--- src/rtl/elevator_scheduler_if.sv ---
// Scheduler-to-display bundle: motion tick and call buttons in, pending mask,
// state code and current floor out.
interface elevator_scheduler_if #(
  parameter int FLOORS = 8
);
  localparam int FW = $clog2(FLOORS);

  logic              tick;
  logic [FLOORS-1:0] req;
  logic [FLOORS-1:0] destination;
  logic [1:0]        sim_state;
  logic [FW-1:0]     floor;

  modport master (
    output tick, req,
    input  destination, sim_state, floor
  );

  modport slave (
    input  tick, req,
    output destination, sim_state, floor
  );
endinterface

--- src/rtl/elevator_scheduler.sv ---
// Single-car elevator scheduler: latches floor calls, moves the car one floor
// per MOVE_TICKS ticks and opens the doors for DOOR_TICKS ticks at each call.
module elevator_scheduler #(
  parameter int FLOORS     = 8,
  parameter int MOVE_TICKS = 2,
  parameter int DOOR_TICKS = 4
) (
  input  logic clk,
  input  logic rst,
  elevator_scheduler_if.slave bus
);
  localparam int FW = $clog2(FLOORS);
  localparam int MW = $clog2(MOVE_TICKS + 1);
  localparam int DW = $clog2(DOOR_TICKS + 1);

  typedef enum logic [1:0] {
    ST_IDLE = 2'b00,
    ST_UP   = 2'b01,
    ST_DOWN = 2'b10,
    ST_DOOR = 2'b11
  } state_t;

  state_t            state_reg, state_next;
  logic [FW-1:0]     floor_reg, floor_next;
  logic [FLOORS-1:0] pending_reg, pending_next;
  logic [MW-1:0]     move_cnt_reg, move_cnt_next;
  logic [DW-1:0]     door_cnt_reg, door_cnt_next;
  logic              last_up_reg, last_up_next;

  logic [FLOORS-1:0] req_mask, above_bits, below_bits, clr_mask;
  logic              above, below, move_done, door_done;
  logic [FW-1:0]     floor_up, floor_down;

  // Calls arriving this cycle take part in every decision made on this edge.
  assign req_mask = pending_reg | bus.req;

  generate
    for (genvar gi = 0; gi < FLOORS; gi++) begin : g_dir
      assign above_bits[gi] = req_mask[gi] && (FW'(gi) > floor_reg);
      assign below_bits[gi] = req_mask[gi] && (FW'(gi) < floor_reg);
    end
  endgenerate

  assign above      = |above_bits;
  assign below      = |below_bits;
  assign move_done  = bus.tick && (move_cnt_reg == MW'(MOVE_TICKS - 1));
  assign door_done  = bus.tick && (door_cnt_reg == DW'(DOOR_TICKS - 1));
  assign floor_up   = (floor_reg == FW'(FLOORS - 1)) ? floor_reg : floor_reg + FW'(1);
  assign floor_down = (floor_reg == '0) ? floor_reg : floor_reg - FW'(1);

  always_comb begin
    state_next    = state_reg;
    floor_next    = floor_reg;
    move_cnt_next = move_cnt_reg;
    door_cnt_next = door_cnt_reg;
    last_up_next  = last_up_reg;
    clr_mask      = '0;

    case (state_reg)
      ST_IDLE: begin
        if (req_mask[floor_reg]) state_next = ST_DOOR;
        else if (above)          state_next = ST_UP;
        else if (below)          state_next = ST_DOWN;
      end
      ST_UP: begin
        if (move_done) begin
          move_cnt_next = '0;
          floor_next    = floor_up;
          if (req_mask[floor_up]) state_next = ST_DOOR;
        end else if (bus.tick) begin
          move_cnt_next = move_cnt_reg + MW'(1);
        end
      end
      ST_DOWN: begin
        if (move_done) begin
          move_cnt_next = '0;
          floor_next    = floor_down;
          if (req_mask[floor_down]) state_next = ST_DOOR;
        end else if (bus.tick) begin
          move_cnt_next = move_cnt_reg + MW'(1);
        end
      end
      ST_DOOR: begin
        if (door_done) begin
          door_cnt_next = '0;
          if (last_up_reg && above)       state_next = ST_UP;
          else if (!last_up_reg && below) state_next = ST_DOWN;
          else if (above)                 state_next = ST_UP;
          else if (below)                 state_next = ST_DOWN;
          else                            state_next = ST_IDLE;
        end else if (bus.tick) begin
          door_cnt_next = door_cnt_reg + DW'(1);
        end
      end
    endcase

    if (state_next != state_reg) begin
      move_cnt_next = '0;
      door_cnt_next = '0;
    end
    if (state_next == ST_UP && state_reg != ST_UP)     last_up_next = 1'b1;
    if (state_next == ST_DOWN && state_reg != ST_DOWN) last_up_next = 1'b0;

    // The landing floor is cleared on the entry edge too, so the clear beats a same-floor call.
    if (state_next == ST_DOOR) clr_mask = FLOORS'(1) << floor_next;
    pending_next = req_mask & ~clr_mask;
  end

  always_ff @(posedge clk) begin
    if (!rst) begin
      state_reg    <= ST_IDLE;
      floor_reg    <= '0;
      pending_reg  <= '0;
      move_cnt_reg <= '0;
      door_cnt_reg <= '0;
      last_up_reg  <= 1'b1;
    end else begin
      state_reg    <= state_next;
      floor_reg    <= floor_next;
      pending_reg  <= pending_next;
      move_cnt_reg <= move_cnt_next;
      door_cnt_reg <= door_cnt_next;
      last_up_reg  <= last_up_next;
    end
  end

  assign bus.destination = pending_reg;
  assign bus.sim_state   = state_reg;
  assign bus.floor       = floor_reg;
endmodule

--- src/flat_wrapper.sv ---
// flat-port wrapper written by rule: the top's interface ports become plain ports
module elevator_scheduler_flat 
#(
  parameter int FLOORS     = 8,
  parameter int MOVE_TICKS = 2,
  parameter int DOOR_TICKS = 4
)
  (clk, rst, bus_tick, bus_req, bus_destination, bus_sim_state, bus_floor);
  elevator_scheduler_if #(.FLOORS(FLOORS)) bus_i ();
  input  logic clk;
  input  logic rst;
  input wire logic [$bits(bus_i.tick)-1:0] bus_tick;
  input wire logic [$bits(bus_i.req)-1:0] bus_req;
  output wire logic [$bits(bus_i.destination)-1:0] bus_destination;
  output wire logic [$bits(bus_i.sim_state)-1:0] bus_sim_state;
  output wire logic [$bits(bus_i.floor)-1:0] bus_floor;
  assign bus_i.tick = bus_tick;
  assign bus_i.req = bus_req;
  assign bus_destination = bus_i.destination;
  assign bus_sim_state = bus_i.sim_state;
  assign bus_floor = bus_i.floor;
  elevator_scheduler #(.FLOORS(FLOORS), .MOVE_TICKS(MOVE_TICKS), .DOOR_TICKS(DOOR_TICKS)) u_core (.clk(clk), .rst(rst), .bus(bus_i));
endmodule
--- config.mk ---
export PLATFORM = sky130hd
export DESIGN_NAME = elevator_scheduler_flat
export DESIGN_NICKNAME = d
export VERILOG_FILES = /design/src/rtl/elevator_scheduler_if.sv /design/src/rtl/elevator_scheduler.sv /design/src/flat_wrapper.sv
export SDC_FILE = /design/constraint.sdc
export NUM_CORES = 1
export LEC_CHECK = 0
export ABC_CLOCK_PERIOD_IN_PS = 3200
export CAP_MARGIN = 0
export CORE_UTILIZATION = 35
export DETAILED_ROUTE_END_ITERATION = 10
export GPL_ROUTABILITY_DRIVEN = 0
export GPL_TIMING_DRIVEN = 0
export HOLD_SLACK_MARGIN = 0.12
export PLACE_DENSITY = 0.65
export SYNTH_ARGS = -nofsm -noshare
export SYNTH_HDL_FRONTEND = slang
export SYNTH_SLANG_ARGS = --single-unit
export TNS_END_PERCENT = 1
--- constraint.sdc ---
create_clock -name clk -period 3.2 [get_ports clk]
set_input_delay 0.64 -clock clk [delete_from_list [all_inputs] [get_ports clk]]
set_output_delay 0.64 -clock clk [all_outputs]
set_load 0.1 [all_outputs]
==> results.toml, run 1 <==
[status]
status = "complete, no violations"

[routing]
wl_per_cell_um = 16.1
route.vias.total = 1846
first_iter_violations = 199
wl_um = 4820
viasPerCell = 6.15
first_pass_iters = 4
final_antenna_net_count = 0
drc = 0

[sta]
hold_viol = 0
period_needed_ns = 3.02
setup_tns_ns = 0
rsz0062_at_grt = "false"
worst_pin_slew_ns = 0.973
whs_ns = 0.431
setup_viol = 0
slew_headroom_pct = 34.9
fin_skew_ns = 0.00606
drv_slew = 0
max_freq_mhz = 331
timing.final.ws_setup_ns = 0.177
fin_crit_sh_pct = 94.5

[cells_and_area]
largest_register_ffs = 8
fillers = 439
layout_commonest_cell = "nor2_1"
seqCellArea_um2 = 383
final_cell_mix = "nor2_1 (24), clkdlybuf4s50_1 (23), nand2_1 (17), dfxtp_1 (17), a21oi_1 (14)"
antenna_cells = 0
layout.nets = 268
utilization_pct = 45.9
drive_gt1_share_pct = 9.68
multi_input_area_mm2 = 0.00121
syn2layout_area_growth_pct = 24.5

[placed_design]
pre_cts_ws_ns = -0.279
dp_hpwl_um = 3710
io_buffers = 23

[power_and_ir_drop]
pwr_density_cell_mw_per_mm2 = 639
ir_worst_vdd_v = 0.000423
p_total_w = 0.00130
leakage_nw = 0.741

[critical_path]
worst_setup_path_end_kind = "flip-flop"
cp_max_fo = 5
crit_slowest_cell = "a2111o_1"
arrival_ns = 3.21
path_cells = "clkdlybuf4s50_1, nor2_2, o2111ai_1, a221oi_4, a211oi_2, nand2b_1, o31a_1, a2111o_1, a21oi_1"
crit_type = "input port to flip-flop"
cp.required_ns = 3.38
max_stage_delay_ns = 0.51
critPathLaunchType = "input port"

[synth]
synth-edff-count = 0
seq_area_frac_synth_pct = 23.2
syn-num-nets = 236
synthArstFlopShare_pct = 0
syn_inst = 217
yosysWarnings = 0
synth_area_mm2 = 0.00164
ys_seq_elements = 19
avgSynthCellArea_um2 = 7.56
yosysUniqueCellTypes = 55
synthFlopType = "dfxtp_1"

[global_route]
grt_pass1_vias = 1536
grt_usage_pct = 19.2
grt_pass1_wl_um = 7570
grt_max_degree = 12
antenna_found_initial = 0
grt_remaining_overflow = 0

[floorplanning]
io-pin-count = 24
num_rows = 24
die_x_um = 70.5
coreArea_mm2 = 0.00444
floorplan.die_area_mm2 = 0.00496
die_y_um = 70.5
start_util_pct = 36.9

[cts]
cts_tree = "done"
cts_num_sinks = 19
postCtsHoldBufs = 0
path_clk_slew_ns = 0.06
clk_latency_ns = 0.25
clock_path_buffers = 2
cts_made_buffers = 3
root_buffer = "clkbuf_8"
cts-htree-levels = 1

[min_path]
min_path_type = "flip-flop to flip-flop"

[run]
maxCapViolations = 0
==> report_power, final <==
| part | internal (W) | switching [W] | total [W] |
|---|---|---|---|
| clock | 0.0000864 | 0.0000756 | 0.000162 |
| sequential | 0.000269 | 0.0000571 | 0.000327 |
| combinational | 0.000262 | 0.000554 | 0.000816 |
==> Yosys cell counts, types with 4 or more instances <==
cell type,n,area (um^2)
ha_1,8,100
nand2b_1,6,37.5
a311oi_1,7,61.3
nor2_1,27,101
o211ai_1,4,30.0
a31oi_1,4,25.0
nand2_1,17,63.8
inv_1,11,41.3
dfxtp_1,19,380
o21ai_0,9,45.0
nor3_1,9,45.0
and2_1,5,31.3
a21oi_1,14,70.1
nand3_1,6,30.0
mux2i_1,4,40.0
==> through the flow <==
| step | std cells | instance area [um^2] |
|---|---|---|
| CTS | 298 | 2000 |
| detailed placement | 292 | 1940 |
| global route | 300 | 2040 |
| floorplan | 217 | 1640 |
| finish | 300 | 2040 |
| global placement | 292 | 1940 |
==> timing repair <==
| item | CTS | global route |
|---|---|---|
| pin swaps | 1 | 1 |
| gates resized for setup | 0 | 7 |
| endpoints found under the setup margin | 3 | 12 |
| buffers inserted | 2 | 2 |
==> per-layer routing <==
metal | wire length (um) | part of all wire (%) | vias to the layer above | track usage [%]
li1 | - | - | 899 | -
met1 | 2330 | 48 | 869 | 28.6
met2 | 2140 | 44 | 69 | 29.1
met3 | 270 | 5.6 | 9 | 0
met4 | 84 | 1.7 | 0 | 7.71
met5 | 0 | 0 | - | 0
==> critical path: cells and delay by family <==
kind	cells	cell delay (ns)
compound gates	6	1.69
buf+inv	1	0.48
simple gates	2	0.40
==> final cells by class <==
class                           instances  area share [%]
Buffer                                  8            1.96
Clock buffer                            3            2.02
Clock inverter                          1           0.245
Inverter                               11            2.02
Multi-Input combinational cell        179            59.1
Sequential cell                        19            18.7
Tap cell                               52            3.19
Timing Repair Buffer                   27            12.7
==> logic make-up after synthesis <==
family,synth area share [%]
AO/OA/AOI/OAI,33.7
XOR/XNOR,1.60
adder cells (fa/ha/maj),6.10
buffers and inverters,4.96
flip-flops,23.2
multiplexers,2.44
AND/OR/NAND/NOR,28.0
==> worst paths after layout <==
kind	start	to	slack, ns	depth (start not counted)
max	bus_req[4]	u_core.door_cnt_reg[1]$_SDFFE_PP0P_	0.18	9
min	u_core.move_cnt_reg[1]$_SDFFE_PP0P_	u_core.move_cnt_reg[1]$_SDFFE_PP0P_	0.43	2
max reg2reg	u_core.bus.floor[1]$_SDFF_PN0_	u_core.door_cnt_reg[1]$_SDFFE_PP0P_	0.22	10
min reg2reg	u_core.move_cnt_reg[1]$_SDFFE_PP0P_	u_core.move_cnt_reg[1]$_SDFFE_PP0P_	0.43	2
Note: power is estimated with default switching activity, not from simulation.
==> run 2, diff against run 1 <==
- CELL_PAD_IN_SITES_DETAIL_PLACEMENT: unset -> 0
- CELL_PAD_IN_SITES_GLOBAL_PLACEMENT: unset -> 1
- PLACE_DENSITY: 0.65 -> 0.81
==> results.toml, run 2 (synthesized netlist as in run 1, its figures left out) <==
[critical_path]
arrival_ns = 3.25
r2r_start = "u_core.bus.floor[1]$_SDFF_PN0_"
r2r_setup_slack_ns = 0.35
reg2reg_depth = 9
r2r_end = "u_core.door_cnt_reg[1]$_SDFFE_PP0P_"
worst_setup_path_end_kind = "flip-flop"
critPathLaunchType = "input port"
cp_max_fo = 5
crit_type = "input port to flip-flop"
cp.required_ns = 3.40

[cells_and_area]
final_cell_mix = "nor2_1 (24), clkdlybuf4s50_1 (23), nand2_1 (17), dfxtp_1 (17), a21oi_1 (14)"
layout_commonest_cell = "nor2_1"
drive_gt1_share_pct = 9.72
syn2layout_area_growth_pct = 24.0
largest_register_ffs = 8
finalInstanceArea_mm2 = 0.00203
antenna_cells = 0
layout.nets = 267

[min_path]
whs_path_depth = 2
hold_start = "u_core.door_cnt_reg[2]$_SDFFE_PP0P_"
min_path_type = "flip-flop to flip-flop"
min_to = "u_core.door_cnt_reg[2]$_SDFFE_PP0P_"

[global_route]
grt_pass1_wl_um = 8070
antenna_found_initial = 0
grt_usage_pct = 20.3
grt_max_degree = 13
grt_pass1_vias = 1664
grt_remaining_overflow = 0

[sta]
whs_ns = 0.441
setup_viol = 0
drv_slew = 0
worst_pin_slew_ns = 0.978
fin_crit_sh_pct = 95.4
fin_skew_ns = 0.00397
period_needed_ns = 3.05
slew_headroom_pct = 34.6
max_freq_mhz = 327
setup_tns_ns = 0
hold_viol = 0

[status]
status = "complete, no violations"

[floorplanning]
coreArea_mm2 = 0.00444
num_rows = 24
die_y_um = 70.5
start_util_pct = 36.9
floorplan.die_area_mm2 = 0.00496
die_x_um = 70.5
io-pin-count = 24

[routing]
drc = 0
first_iter_violations = 137
viasPerCell = 5.96
route.vias.total = 1781
wl_um = 4850
final_antenna_net_count = 0
wl_per_cell_um = 16.2
first_pass_iters = 4

[cts]
postCtsHoldBufs = 0
clk_latency_ns = 0.26
path_clk_slew_ns = 0.07
root_buffer = "clkbuf_8"
clock_path_buffers = 2
cts_tree = "done"
cts_num_sinks = 19
cts_made_buffers = 3
cts-htree-levels = 1

[power_and_ir_drop]
leakage_nw = 0.738
p_total_w = 0.00130
pwr_density_cell_mw_per_mm2 = 639
ir_worst_vdd_v = 0.000460

[placed_design]
place_area_mm2 = 0.00194
dp_hpwl_um = 3730
io_buffers = 23

[run]
maxCapViolations = 0
run 2: layout make-up:
cell class | instances | area, um^2
well taps | 52 | 65.1
flip-flops and latches | 19 | 383
plain buffers | 8 | 40.0
multi-input cells | 179 | 1200
inverters | 11 | 41.3
clock buffers | 3 | 41.3
repair buffers | 26 | 253
fillers | 475 | 2410
clock inverters | 1 | 7.51
run 2: critical path, stage by stage:
cell             delay [ns]
clkdlybuf4s50_1        0.49
nor2_2                 0.24
o2111ai_1              0.21
a221oi_4               0.38
a211oi_2               0.14
nand2b_1               0.17
o31a_1                 0.33
a2111o_1               0.51
a21oi_1                0.14
run 2: power by group:
part | switching [W] | internal (W) | leakage [nW] | total [W]
combinational | 0.000542 | 0.000261 | 0.559 | 0.000803
clock | 0.0000887 | 0.0000880 | 0.0217 | 0.000177
sequential | 0.0000504 | 0.000269 | 0.157 | 0.000320
total | 0.000681 | 0.000618 | 0.738 | 0.00130
run 2: how the worst max path moves through the flow:
| stage | slack [ns] | endpoint | depth (start not counted) | startpoint |
|---|---|---|---|---|
| floorplan | 0.15 | u_core.door_cnt_reg[1]$_SDFFE_PP0P_ | 9 | u_core.bus.floor[2]$_SDFF_PN0_ |
| global placement | -0.34 | u_core.bus.destination[0]$_SDFF_PN0_ | 9 | bus_req[1] |
| detailed placement | -0.22 | u_core.door_cnt_reg[1]$_SDFFE_PP0P_ | 9 | bus_req[1] |
| CTS | 0.04 | u_core.door_cnt_reg[1]$_SDFFE_PP0P_ | 9 | bus_req[1] |
| global route | -0.005 | u_core.door_cnt_reg[1]$_SDFFE_PP0P_ | 9 | bus_req[4] |
| finish | 0.15 | u_core.door_cnt_reg[1]$_SDFFE_PP0P_ | 9 | bus_req[4] |
run 2: metrics by stage:
step | setup WS [ns] | utilization, % | instances
floorplan | 0.154 | - | 217
global placement | -0.342 | 43.6 | 292
detailed placement | -0.220 | 43.6 | 292
CTS | 0.0437 | 44.7 | 296
global route | -0.00540 | 45.8 | 299
finish | 0.146 | 45.8 | 299
run 2: what timing repair did:
item	CTS	global route
endpoints found under the setup margin	0	12
setup buffers	0	3
resized for setup	0	6
run 2: layer usage:
| metal | part of all wire, % | wire length, um | track usage [%] |
|---|---|---|---|
| met5 | 0 | 0 | 0 |
| met4 | 1.6 | 76 | 6.35 |
| met3 | 5.0 | 243 | 2.45 |
| met2 | 45 | 2160 | 31.2 |
| met1 | 49 | 2370 | 29.3 |
